<file path="src/rtl/seq_detect_param.sv">
// seq_detect_param: Mealy serial pattern detector with a runtime-loaded pattern
// of 1..MAX_LEN bits, overlapping or non-overlapping detection, and an optional
// saturating hit counter (enabled by defining SEQ_DET_HIT_CNT_EN).
// Reset defaults reproduce the classic 1011 overlapping detector.
module seq_detect_param #(
    parameter int                 MAX_LEN     = 8,
    parameter int                 LEN_W       = $clog2(MAX_LEN + 1),
    parameter logic [MAX_LEN-1:0] DEF_PATTERN = 'b1011,
    parameter int                 DEF_LEN     = 4,
    parameter bit                 DEF_OVERLAP = 1'b1,
    parameter int                 CNT_W       = 16
) (
    input  logic               clk,
    input  logic               rst,
    input  logic               cfg_load,
    input  logic [MAX_LEN-1:0] cfg_pattern,
    input  logic [LEN_W-1:0]   cfg_len,
    input  logic               cfg_overlap,
    input  logic               din_valid,
    input  logic               din,
    output logic               det,
    output logic [CNT_W-1:0]   hit_count
);

    logic [MAX_LEN-1:0] pat_reg;
    logic [LEN_W-1:0]   len_reg;
    logic               ovl_reg;
    // Only the newest MAX_LEN-1 bits are kept: the oldest bit of a full
    // history can never fall inside the comparison window.
    logic [MAX_LEN-2:0] hist_reg;
    logic [LEN_W-1:0]   fill_reg;
    logic [LEN_W-1:0]   fill_next;

    logic [LEN_W-1:0]   len_clamp;
    logic [MAX_LEN-1:0] mask;
    logic [MAX_LEN-1:0] load_mask;
    logic [MAX_LEN-1:0] win;
    logic               match;

    // Clamp the requested length into 1..MAX_LEN before it is stored.
    always_comb begin
        len_clamp = cfg_len;
        if (cfg_len == '0) begin
            len_clamp = LEN_W'(1);
        end else if (cfg_len > LEN_W'(MAX_LEN)) begin
            len_clamp = LEN_W'(MAX_LEN);
        end
    end

    // Thermometer masks: bit gi set when gi lies inside the pattern length.
    genvar gi;
    generate
        for (gi = 0; gi < MAX_LEN; gi++) begin : g_mask
            assign mask[gi]      = (LEN_W'(gi) < len_reg);
            assign load_mask[gi] = (LEN_W'(gi) < len_clamp);
        end
    endgenerate

    assign win   = {hist_reg, din};
    assign match = ((win & mask) == pat_reg);

    // Detection happens in the same cycle as the last matching bit; the fill
    // check keeps stale or cleared history from contributing to a match.
    assign det = din_valid & ~cfg_load & ~rst
               & (fill_reg >= (len_reg - LEN_W'(1))) & match;

    // Fill count: restart after a non-overlapping hit, else saturating increment.
    always_comb begin
        fill_next = fill_reg;
        if (det && !ovl_reg) begin
            fill_next = '0;
        end else if (fill_reg != LEN_W'(MAX_LEN)) begin
            fill_next = fill_reg + LEN_W'(1);
        end
    end

    // Configuration and history state; a load wins over incoming data.
    always_ff @(posedge clk) begin
        if (rst) begin
            pat_reg  <= DEF_PATTERN;
            len_reg  <= LEN_W'(DEF_LEN);
            ovl_reg  <= DEF_OVERLAP;
            hist_reg <= '0;
            fill_reg <= '0;
        end else if (cfg_load) begin
            pat_reg  <= cfg_pattern & load_mask;
            len_reg  <= len_clamp;
            ovl_reg  <= cfg_overlap;
            hist_reg <= '0;
            fill_reg <= '0;
        end else if (din_valid) begin
            hist_reg <= win[MAX_LEN-2:0];
            fill_reg <= fill_next;
        end
    end

`ifdef SEQ_DET_HIT_CNT_EN
    logic [CNT_W-1:0] cnt_reg;

    // Saturating hit counter; survives configuration loads, cleared by reset.
    always_ff @(posedge clk) begin
        if (rst) begin
            cnt_reg <= '0;
        end else if (det && (cnt_reg != {CNT_W{1'b1}})) begin
            cnt_reg <= cnt_reg + CNT_W'(1);
        end
    end

    assign hit_count = cnt_reg;
`else
    assign hit_count = '0;
`endif

endmodule
</file>
<file path="config.mk">
export PLATFORM = sky130hd
export DESIGN_NAME = seq_detect_param
export DESIGN_NICKNAME = d
export VERILOG_FILES = /design/src/rtl/seq_detect_param.sv
export SDC_FILE = /design/constraint.sdc
export NUM_CORES = 1
export LEC_CHECK = 0
export CAP_MARGIN = 20
export CORE_UTILIZATION = 50
export DETAILED_ROUTE_END_ITERATION = 7
export PLACE_DENSITY = 0.78
export SLEW_MARGIN = 0
export SYNTH_ARGS = -nofsm -noshare
export SYNTH_HDL_FRONTEND = slang
export SYNTH_SLANG_ARGS = --single-unit
</file>
<file path="constraint.sdc">
create_clock -name clk -period 3.32 [get_ports clk]
set_input_delay 0.664 -clock clk [delete_from_list [all_inputs] [get_ports clk]]
set_output_delay 0.664 -clock clk [all_outputs]
set_load 0.05 [all_outputs]
</file>
## Word-level counts from Yosys, hierarchy flattened

Index checks and enable logic that the tools add are counted.

| word-level totals | value |
|---|---|
| bits of input ports | 18 |
| memory bits (writable) | 0 |
| logic and storage cells | 45 |
| output and inout bits | 17 |
| bits in registers | 24 |
| ROM bits | 0 |
| latch bits | 0 |
| memories | 0 |

| cells by class | value |
|---|---|
| add/sub/neg operators | 2 |
| bitwise operators | 8 |
| divide/modulo/power cells | 0 |
| multiply operators | 0 |
| equal/unequal tests | 2 |
| mux-type cells | 4 |
| $lt $le $gt $ge | 18 |
| shift operators | 0 |
| reduce and logical (&&, ||, !) cells | 6 |

Operator list:

| operator | number |
|---|---|
| less-than comparator 3 x 4 -> 1 bit (first input constant) | 8 |
| AND 8 bit | 2 |
| less-than comparator 1 x 4 -> 1 bit (first input constant) | 4 |
| less-than comparator 2 x 4 -> 1 bit (first input constant) | 4 |
| 2-to-1 mux 4 bit | 4 |
| == test 8 bit | 1 |
| adder 4 x 1 -> 4 bit (second input constant) | 1 |
| AND 1 bit | 4 |
| >= comparator 4 bit | 1 |
| > comparator 4 bit (second input constant) | 1 |
| logical NOT 4 bit | 1 |
| != test 4 bit (second input constant) | 1 |
| subtractor 4 x 1 -> 4 bit (second input constant) | 1 |
| inverter 1 bit | 2 |
| AND reduction 2 bit | 1 |
| nonzero test 2 bit | 1 |
| OR reduction 2 bit | 1 |
| logical AND 1 bit | 1 |
| logical NOT 1 bit | 1 |

## Logic depth before layout (Yosys ltp)

Gate-level depths: netlist (run 1).

| logic depth | value |
|---|---|
| depth after elaboration | 8 |
| mapped depth | 11 |
| gate-level depth less buffers | 11 |

## Worst setup path before layout (run 1)

Ideal clock, no wire load.

| timing | value |
|---|---|
| path kind | reg-to-output |
| from | register len_reg[0] |
| to | output det |
| stages on the path, launching flop included | 10 |
| path buffers | 0 |
| required time | 2.656 ns |
| arrival | 3.284 ns |
| setup slack | -0.628 ns |
| cells stage by stage | dfxtp_1 inv_1 ha_1 xnor2_1 ha_1 o21a_1 o22ai_1 nor4_1 nand3b_1 nor4_1 |

| between the ends | value |
|---|---|
| cells in the longest elaborated chain, start to end | 4 |
| elaborated cells on any way between the ends | 14 |
| classes of those cells | add/sub: 1; order compare: 9; eq/ne: 1; bitwise: 3 |

Ends and longest elaborated chain:

| item | RTL line | text |
|---|---|---|
| start, declared | 26 | `logic [LEN_W-1:0] len_reg;` |
| start signal, assigned | 81 | `len_reg <= LEN_W'(DEF_LEN);` |
| start signal, assigned | 87 | `len_reg <= len_clamp;` |
| subtractor 4 x 1 -> 4 bit, or another cell as far along | 65 | `& (fill_reg >= (len_reg - LEN_W'(1))) & match;` |
| >= comparator 4 bit or AND 8 bit (tied branches) | 65, 60 |  |
| AND 1 bit or == test 8 bit (tied branches) | 65, 60 |  |
| AND 1 bit (*) | 65 |  |
| end, declared | 21 | `output logic det,` |

Every way passes the cells marked *; elsewhere a longest branch is shown, timed or not.

## Final worst setup path (run 1)

Ends and elaborated chain as after synthesis.

==> results of run 1 <==
==> stage by stage <==
stage                     utilization  hold WS (ns)  total power, mW
after floorplan                     -         0.445            0.442
after global placement          0.609         0.464            0.465
after detailed placement        0.609         0.469            0.468
after CTS                       0.625         0.489            0.623
after global routing            0.625         0.496            0.650
final                           0.625         0.487            0.619
==> final timing paths <==
check	startpoint	slack, ns	cells after the start	to
max	len_reg[0]$_SDFFE_PP0P_	0.20	10	det
max reg2reg	len_reg[0]$_SDFFE_PP0P_	0.86	11	fill_reg[0]$_SDFFE_PP0P_
min	pat_reg[4]$_SDFFE_PP0P_	0.49	2	pat_reg[4]$_SDFFE_PP0P_
min reg2reg	pat_reg[4]$_SDFFE_PP0P_	0.49	2	pat_reg[4]$_SDFFE_PP0P_
==> what timing repair did <==
action,CTS,global route
buffers inserted,0,0
setup endpoints to repair,1,1
gates resized for setup,3,0
cloned,0,0
endpoints found under the hold margin,0,0
pin swaps,1,1
==> cell families after synthesis <==
kind of cell             count (synthesis)
XOR/XNOR                                 5
other                                    1
AO/OA/AOI/OAI                           41
AND/OR/NAND/NOR                         62
buffers and inverters                   32
flip-flops                              24
multiplexers                             9
adder cells (fa/ha/maj)                  9
==> area by class of cell <==
type / instances / area [um^2] / area share
repair buffers: 24 / 235 / 0.133
clock buffers: 4 / 36.3 / 0.0205
well taps: 31 / 38.8 / 0.0220
inverters: 7 / 26.3 / 0.0149
multi-input cells: 142 / 947 / 0.536
flip-flops and latches: 24 / 483 / 0.273
==> power by group <==
group	internal (mW)	switching (mW)
Clock	0.0669	0.0872
Sequential	0.299	0.0113
Combinational	0.0595	0.0950
==> per-layer routing <==
metal / wire length, um / vias to the layer above
li1: - / 645
met1: 1390 / 597
met2: 1500 / 37
met3: 118 / 2
met4: 13 / 0
met5: 0 / -
==> worst reg2reg max path, delay by kind of cell, from the launching register on <==
kind / cells / cell delay (ns)
flops: 1 / 0.39
compound gates: 3 / 0.47
simple gates: 3 / 0.47
xor+xnor: 1 / 0.15
fa+ha+maj: 2 / 0.54
buf+inv: 1 / 0.07
mux: 1 / 0.26
==> placed cells by master (no fill, tap or decap), types with 2 or more instances in the layout <==
cell type,Yosys,final
o211ai_1,2,2
ha_1,9,9
a21oi_1,14,14
conb_1,1,16
clkdlybuf4s50_1,0,17
a211o_1,4,4
or2_2,2,2
o21a_1,2,2
a21o_1,3,3
nor3_1,3,3
a22o_1,2,2
nor2b_1,6,6
mux2i_1,8,8
buf_4,16,6
nand3b_1,2,2
inv_1,7,7
dfxtp_1,24,22
nand3_1,5,5
nor2_1,18,18
xnor2_1,4,4
nand2_1,15,15
o22ai_1,2,2
dfxtp_2,0,2
o21ai_0,3,3
clkbuf_4,0,3
==> impl_metrics.csv, run 1 <==
group,metric,value,unit
setup_path,critical_path.max_fanout,5,
sta,min_period,3.12,ns
setup_path,crit_slowest_cell,"dfxtp_2",
pwr,p_leak,0.733,nW
sta,finalSetupTns,0,ns
global_routing,antenna_found_initial,0,
logic_synthesis,synth_top_family_by_area,"simple AND/OR/NAND/NOR gates",
sta,tightest_slew,0.521,ns
setup_path,cp_slowest_stage_delay,0.39,ns
setup_path,crit_top_cell,"ha_1",
placement,gp_congestion,0.852,
floorplanning,core_area,2830,um^2
clock_tree,cts_tree,"yes",
placement,portBuffers,18,
floorplanning,die_h,57.5,um
sta,fin_skew,0.00512,ns
sta,slew_headroom,0.644,
placement,dp_hpwl,2.42,mm
logic_synthesis,synth_commonest_cells,"dfxtp_1 (24), nor2_1 (18), buf_4 (16), nand2_1 (15), a21oi_1 (14)",
global_routing,grt_max_degree,16,
setup_path,startpoint_type,"register",
route,drc,4,
placement,place_inst,228,
logic_synthesis,netlist_area,1540,um^2
sta,fmax,321,MHz
clock_tree,h-tree-depth,1,
setup_path,worst-path-buf-inv,2,
global_routing,global_route.overflow_total,0,
logic_synthesis,ys_seq_area_frac,0.312,
sta,min_period_over_period,0.939,
sta,rsz0062_at_grt,"no",
logic_synthesis,synthMuxAreaShare,0.0593,
floorplanning,start_util,0.544,
clock_tree,clockRootBuffer,"clkbuf_4",
global_routing,grt_pass1_wl,5.29,mm
logic_synthesis,yosysWarnings,0,
placement,dpl_cell_area,1720,um^2
clock_tree,path_clk_slew,0.13,ns
logic_synthesis,synthSimpleGateAreaFrac,0.211,
cells_and_area,syn_to_final_growth,14.8,%
cells_and_area,largest_register_ffs,8,
status,status,"finished with violations",
setup_path,critPathKind,"reg2out",
logic_synthesis,synthTopCellsByArea,"dfxtp_1 (31%), buf_4 (7.8%), ha_1 (7.3%)",
placement,pre_cts_slack,0.182,ns
route,drtPass1Iterations,6,
setup_path,critPathTopFamily,"simple AND/OR/NAND/NOR gates",
cells_and_area,fillers,265,
flow_run,maxCapViolations,0,
route,vias,1281,
logic_synthesis,synth.largest_area_cell,"dfxtp_1",
setup_path,required,2.66,ns
logic_synthesis,yosysMostFrequentCell,"dfxtp_1",
pwr,powerDensity,350,nW/um^2
logic_synthesis,synth.avg_cell_area,8.41,um^2
route,totalWireLength,3.03,mm
logic_synthesis,ys_types,46,
global_routing,first_global_vias,1268,
route,drt_iter0_drc,27,
logic_synthesis,synth_top_area_frac,0.312,
logic_synthesis,ys_ff_latch,24,
global_routing,gr-usage-all-layers,0.204,
cells_and_area,final_area,1770,um^2
logic_synthesis,synth_compound_area_frac,0.190,
sta,setup_viol_count_final,0,
clock_tree,clock_latency,0.31,ns
global_routing,met2_usage,0.359,
clock_tree,cts_hold_buffers,0,
clock_tree,cts_inserted_buffers,3,
sta,finalWorstSetupSlack,0.202,ns
route,via_per_inst,5.52,
clock_tree,clock-sinks,24,
logic_synthesis,synth-edff-count,0,
min_path,hp-class,"reg2reg",
setup_path,cp-end-kind,"output port",
logic_synthesis,synth_xor_xnor_area_share,0.0285,
logic_synthesis,synth_fa_ha_area_frac,0.0732,
floorplanning,io_pins,35,
sta,report.final.slew_viol_count,0,
sta,hold_viol,0,
pwr,ir_worst_vdd,181,uV
cells_and_area,antenna_cells,0,
cells_and_area,finalNetCount,229,
floorplanning,die_w,57.5,um
floorplanning,rows,19,
cells_and_area,fin_cells,232,
global_routing,met1_usage,0.260,
logic_synthesis,synth-main-ff-cell,"dfxtp_1",
route,antenna_left,0,
global_routing,grt-busiest-layer,"met2",
setup_path,worstPathArrival,2.45,ns
route,post_drt_wl_per_cell,13.0,um
cells_and_area,drive_gt1_frac,0.134,
status,violations,"DRC",
floorplanning,die_area,3300,um^2
logic_synthesis,synthCells,183,
setup_path,crit_chain,"inv_1 > ha_1 > xnor2_1 > ha_1 > o21a_1 > o22ai_1 > nor4_2 > nand3b_1 > nor4_4 > buf_12",
clock_tree,clockBufferDepth,2,
global_routing,grtUsageMet3,0.0227,
logic_synthesis,async_flop_share,0,
Power figures use the tool's default switching activity.
==> run 2, diff against run 1 <==
==> constraint.sdc (replaced) <==
create_clock -name clk -period 3.85 [get_ports clk]
set_input_delay 0.77 -clock clk [delete_from_list [all_inputs] [get_ports clk]]
set_output_delay 0.77 -clock clk [all_outputs]
set_load 0.05 [all_outputs]
==> run 2 against run 1 <==
Worst setup slack improved by 0.0086 ns. Global-route usage is essentially flat. Clock-buffer cell count shrank 1. Sequential power is 13% lower. Core utilization fell by 0.84 points. Critical path depth is the same. Register-to-register slack better by 0.23 ns. The run still ends with DRC left.
==> impl_metrics.csv, run 2 (synthesis results as in run 1) <==
group,metric,value,unit
min_path,min_from,"pat_reg[4]$_SDFFE_PP0P_",
setup_path,required,3.08,ns
setup_path,worst-path-buf-inv,2,
global_routing,gr-usage-all-layers,0.205,
route,drt_iter0_drc,43,
route,totalWireLength,2.94,mm
min_path,whs_path_depth,2,
cells_and_area,syn_to_final_growth,13.3,%
clock_tree,cts_resized,0,
sta,report.final.slew_viol_count,0,
route,antenna_left,0,
clock_tree,h-tree-depth,1,
placement,dp_hpwl,2.35,mm
cells_and_area,final_cell_mix,"dfxtp_1 (24), nor2_1 (18), clkdlybuf4s50_1 (17)",
setup_path,cp_slowest_stage_delay,0.42,ns
cells_and_area,largest_register_ffs,8,
setup_path,startpoint_type,"register",
status,status,"finished with violations",
global_routing,first_global_vias,1181,
global_routing,global_route.overflow_total,0,
sta,setup_viol_count_final,0,
placement,portBuffers,18,
floorplanning,rows,19,
setup_path,worstPathArrival,2.87,ns
setup_path,crit_slowest_cell,"dfxtp_1",
setup_path,crit_end,"det",
clock_tree,cts_inserted_buffers,3,
clock_tree,clockBufferDepth,2,
setup_path,cp.depth,10,
sta,rsz0062_at_grt,"no",
sta,hold_viol,0,
clock_tree,clock_latency,0.32,ns
setup_path,r2r_slack,1.09,ns
route,via_per_inst,5.55,
floorplanning,start_util,0.544,
setup_path,critPathKind,"reg2out",
cells_and_area,fillers,242,
global_routing,grt_pass1_wl,5.20,mm
min_path,hp-class,"reg2reg",
clock_tree,cts_hold_buffers,0,
setup_path,timing.rr.end,"fill_reg[0]$_SDFFE_PP0P_",
sta,fin_skew,0.00332,ns
clock_tree,clock-sinks,24,
setup_path,crit_chain,"inv_1 > ha_1 > xnor2_1 > ha_1 > o21a_1 > o22ai_1 > nor4_1 > nand3b_1 > nor4_2 > buf_12",
clock_tree,path_clk_slew,0.13,ns
floorplanning,die_w,57.5,um
sta,min_period_over_period,0.945,
clock_tree,clockRootBuffer,"clkbuf_4",
floorplanning,io_pins,35,
route,post_drt_wl_per_cell,12.9,um
cells_and_area,antenna_cells,0,
setup_path,critPathTopFamily,"simple AND/OR/NAND/NOR gates",
global_routing,grt_max_degree,16,
cells_and_area,final_util,0.616,
cells_and_area,finalNetCount,226,
pwr,p_leak,0.723,nW
route,drtPass1Iterations,8,
setup_path,rr_startpoint,"len_reg[0]$_SDFFE_PP0P_",
global_routing,antenna_found_initial,0,
clock_tree,cts_tree,"yes",
sta,fmax,275,MHz
floorplanning,die_h,57.5,um
cells_and_area,layout_commonest_cell,"dfxtp_1",
floorplanning,die_area,3300,um^2
route,drc,2,
clock_tree,post-cts-setup-buffers,0,
setup_path,cp-end-kind,"output port",
sta,finalSetupTns,0,ns
setup_path,worstSetupStartpoint,"len_reg[0]$_SDFFE_PP0P_",
pwr,powerDensity,333,nW/um^2
status,violations,"DRC",
flow_run,maxCapViolations,0,
setup_path,critical_path.max_fanout,5,
sta,min_period,3.64,ns
placement,gp_congestion,0.951,
floorplanning,core_area,2830,um^2
pwr,ir_worst_vdd,221,uV
setup_path,reg2regPathDepth,11,
setup_path,crit_top_cell,"ha_1",
cells_and_area,drive_gt1_frac,0.106,
route,vias,1272,
run 2: cell types whose count changed in the layout (fill, tap and decap cells not counted):
cell       before  now
buf_4           6    3
bufinv_16       0    1
clkbuf_8        1    0
dfxtp_1        22   24
dfxtp_2         2    0
nor4_1          0    1
nor4_4          1    0
run 2: layout make-up:
cell class              instances  area, um^2  area share
well taps                      31        38.8      0.0223
clock inverters                 1        30.0      0.0172
flip-flops and latches         24         480       0.276
clock buffers                   3        22.5      0.0129
inverters                       7        26.3      0.0151
multi-input cells             142         932       0.535
repair buffers                 21         213       0.122
run 2: per-layer routing:
metal	wire, um	part of all wire	track usage
met4	57	0.019	0.101
met1	1330	0.45	0.252
met5	0	0	0
met2	1390	0.47	0.346
met3	165	0.056	0.0317
run 2: how the worst min path moves through the flow:
stage                               to  slack, ns
3_5_place_dp   pat_reg[4]$_SDFFE_PP0P_       0.47
5_1_grt        pat_reg[4]$_SDFFE_PP0P_       0.53
6_report       pat_reg[4]$_SDFFE_PP0P_       0.49
2_1_floorplan  pat_reg[4]$_SDFFE_PP0P_       0.45
3_3_place_gp   pat_reg[4]$_SDFFE_PP0P_       0.46
4_1_cts        pat_reg[4]$_SDFFE_PP0P_       0.49
run 2: metrics by stage:
stage | cells | cell area, um^2 | total power [mW] | worst slack, ns | hold WS [ns]
finish | 229 | 1740 | 0.580 | 0.211 | 0.489
global route | 229 | 1740 | 0.608 | 0.0459 | 0.527
global placement | 225 | 1690 | 0.397 | 0.448 | 0.462
floorplan | 198 | 1600 | 0.380 | 0.350 | 0.445
CTS | 229 | 1740 | 0.585 | 0.200 | 0.493
detailed placement | 225 | 1690 | 0.400 | 0.447 | 0.474
run 2: worst min-delay path, stage by stage (launching register included):
cell     delay, ns
dfxtp_1       0.34
nand2_1       0.06
a21oi_1       0.06
run 2: power by group:
| group | total (mW) | internal [mW] | leakage, nW | switching [mW] |
|---|---|---|---|---|
| registers | 0.270 | 0.257 | 0.196 | 0.0126 |
| clock network | 0.184 | 0.105 | 0.0279 | 0.0790 |
| logic | 0.126 | 0.0488 | 0.499 | 0.0770 |
==> run 3, diff against run 2 <==
==> constraint.sdc (replaced) <==
create_clock -name clk -period 3.6 [get_ports clk]
set_input_delay 0.72 -clock clk [delete_from_list [all_inputs] [get_ports clk]]
set_output_delay 0.72 -clock clk [all_outputs]
set_load 0.05 [all_outputs]
==> run 3 against run 2 <==
The flow still finishes with violations (DRC). Cell count grew 0.44%. Via count shrank 1.8%. Hold slack gained 0.0056 ns. Power shrank 6.7%. First-iteration DRC count shrank 23%. Wire length grew 3.5%. Critical path depth is the same. Clock-buffer cell count is the same. Register-to-register slack is essentially flat. Non-clock buffer count grew 2. Worst setup slack gained 0.029 ns. Clock skew shrank 0.0012 ns.
==> impl_metrics.csv, run 3 (synthesis results as in run 1) <==
group,metric,value,unit
status,status,"finished with violations",
status,violations,"DRC",
floorplanning,die_w,57.5,um
sta,rsz0062_at_grt,"no",
flow_run,maxCapViolations,0,
floorplanning,io_pins,35,
sta,tightest_slew,0.528,ns
route,drt_iter0_drc,33,
placement,place_inst,227,
cells_and_area,fillers,254,
route,vias,1249,
setup_path,required,2.88,ns
route,drtPass1Iterations,8,
sta,slew_headroom,0.639,
route,antenna_left,0,
pwr,p_leak,0.720,nW
global_routing,antenna_found_initial,0,
placement,dp_hpwl,2.46,mm
sta,fin_skew,0.00208,ns
global_routing,gr-usage-all-layers,0.201,
cells_and_area,finalNetCount,228,
clock_tree,clock-sinks,24,
min_path,hp-class,"reg2reg",
cells_and_area,final_cell_mix,"dfxtp_1 (24), nor2_1 (18), clkdlybuf4s50_1 (17)",
cells_and_area,syn_to_final_growth,13.3,%
floorplanning,die_area,3300,um^2
setup_path,critical_path.max_fanout,5,
global_routing,global_route.overflow_total,0,
sta,fmax,298,MHz
sta,report.final.slew_viol_count,0,
clock_tree,h-tree-depth,1,
setup_path,startpoint_type,"register",
sta,min_period_over_period,0.933,
route,via_per_inst,5.43,
floorplanning,start_util,0.544,
clock_tree,cts_hold_buffers,0,
setup_path,r2r_slack,1.10,ns
cells_and_area,layout_commonest_cell,"dfxtp_1",
global_routing,grt_pass1_wl,5.13,mm
sta,finalWorstSetupSlack,0.240,ns
clock_tree,path_clk_slew,0.12,ns
clock_tree,clockRootBuffer,"clkbuf_4",
sta,min_period,3.36,ns
placement,gp_congestion,0.952,
global_routing,first_global_vias,1152,
cells_and_area,drive_gt1_frac,0.116,
global_routing,grt_max_degree,16,
clock_tree,clock_latency,0.30,ns
pwr,powerDensity,311,nW/um^2
setup_path,critPathKind,"reg2out",
sta,setup_viol_count_final,0,
setup_path,cp-end-kind,"output port",
clock_tree,cts_tree,"yes",
sta,hold_viol,0,
placement,pre_cts_slack,0.342,ns
floorplanning,core_area,2830,um^2
sta,finalSetupTns,0,ns
floorplanning,rows,19,
route,post_drt_wl_per_cell,13.2,um
route,totalWireLength,3.05,mm
setup_path,worstPathArrival,2.64,ns
cells_and_area,fin_cells,230,
placement,portBuffers,18,
pwr,ir_worst_vdd,178,uV
clock_tree,clockBufferDepth,2,
route,drc,1,
floorplanning,die_h,57.5,um
clock_tree,post-cts-setup-buffers,0,
cells_and_area,antenna_cells,0,
cells_and_area,largest_register_ffs,8,
clock_tree,cts_inserted_buffers,3,
==> run 3: cell types whose count changed in the layout (fill, tap and decap cells not counted) <==
cell	previous run	this run
nor4_1	1	0
buf_4	3	5
bufinv_16	1	0
nor4_4	0	1
==> run 3: cell type report <==
type / instances / area (um^2) / share of cell area
clock buffers: 3 / 22.5 / 0.0129
inverters: 7 / 26.3 / 0.0151
multi-input cells: 142 / 947 / 0.543
flip-flops and latches: 24 / 480 / 0.276
well taps: 31 / 38.8 / 0.0223
repair buffers: 23 / 228 / 0.131
==> run 3: path summary, 6_finish.rpt <==
check,cells after the start,to,start
max,10,det,len_reg[0]$_SDFFE_PP0P_
min,2,pat_reg[7]$_SDFFE_PP0P_,pat_reg[7]$_SDFFE_PP0P_
max reg2reg,11,fill_reg[0]$_SDFFE_PP0P_,len_reg[0]$_SDFFE_PP0P_
min reg2reg,2,pat_reg[7]$_SDFFE_PP0P_,pat_reg[7]$_SDFFE_PP0P_
==> run 3: per-layer routing <==
metal  part of all wire  track usage  routed length [um]
met1               0.45        0.267                1390
met2               0.48        0.334                1450
met3              0.055       0.0204                 168
met4              0.014       0.0836                  42
met5                  0            0                   0
==> run 3: metrics by stage <==
stage	power, mW	instance area [um^2]	hold slack [ns]	utilization
after floorplan	0.406	1600	0.445	-
after global placement	0.426	1710	0.463	0.603
after detailed placement	0.430	1710	0.470	0.603
after CTS	0.545	1730	0.489	0.613
after global routing	0.570	1740	0.514	0.616
final	0.541	1740	0.494	0.616
==> run 3: repair_timing <==
action / CTS / global route
endpoints found under the hold margin: 0 / 0
setup endpoints to repair: 1 / 1
pin swaps: 0 / 1
gates resized for setup: 1 / 1
==> run 3: worst max-delay path, stage by stage, from the launching register on <==
cell,delay (ns)
dfxtp_1,0.42
inv_1,0.09
ha_1,0.27
xnor2_1,0.15
ha_1,0.28
o21a_1,0.10
o22ai_1,0.09
nor4_2,0.22
nand3b_1,0.17
nor4_4,0.36
buf_12,0.18
==> run 3: where the power goes <==
part / switching, mW / internal, mW / total [mW]
Sequential: 0.0116 / 0.275 / 0.287
Combinational: 0.0860 / 0.0538 / 0.140
Clock: 0.0757 / 0.0391 / 0.115
Total: 0.173 / 0.368 / 0.541
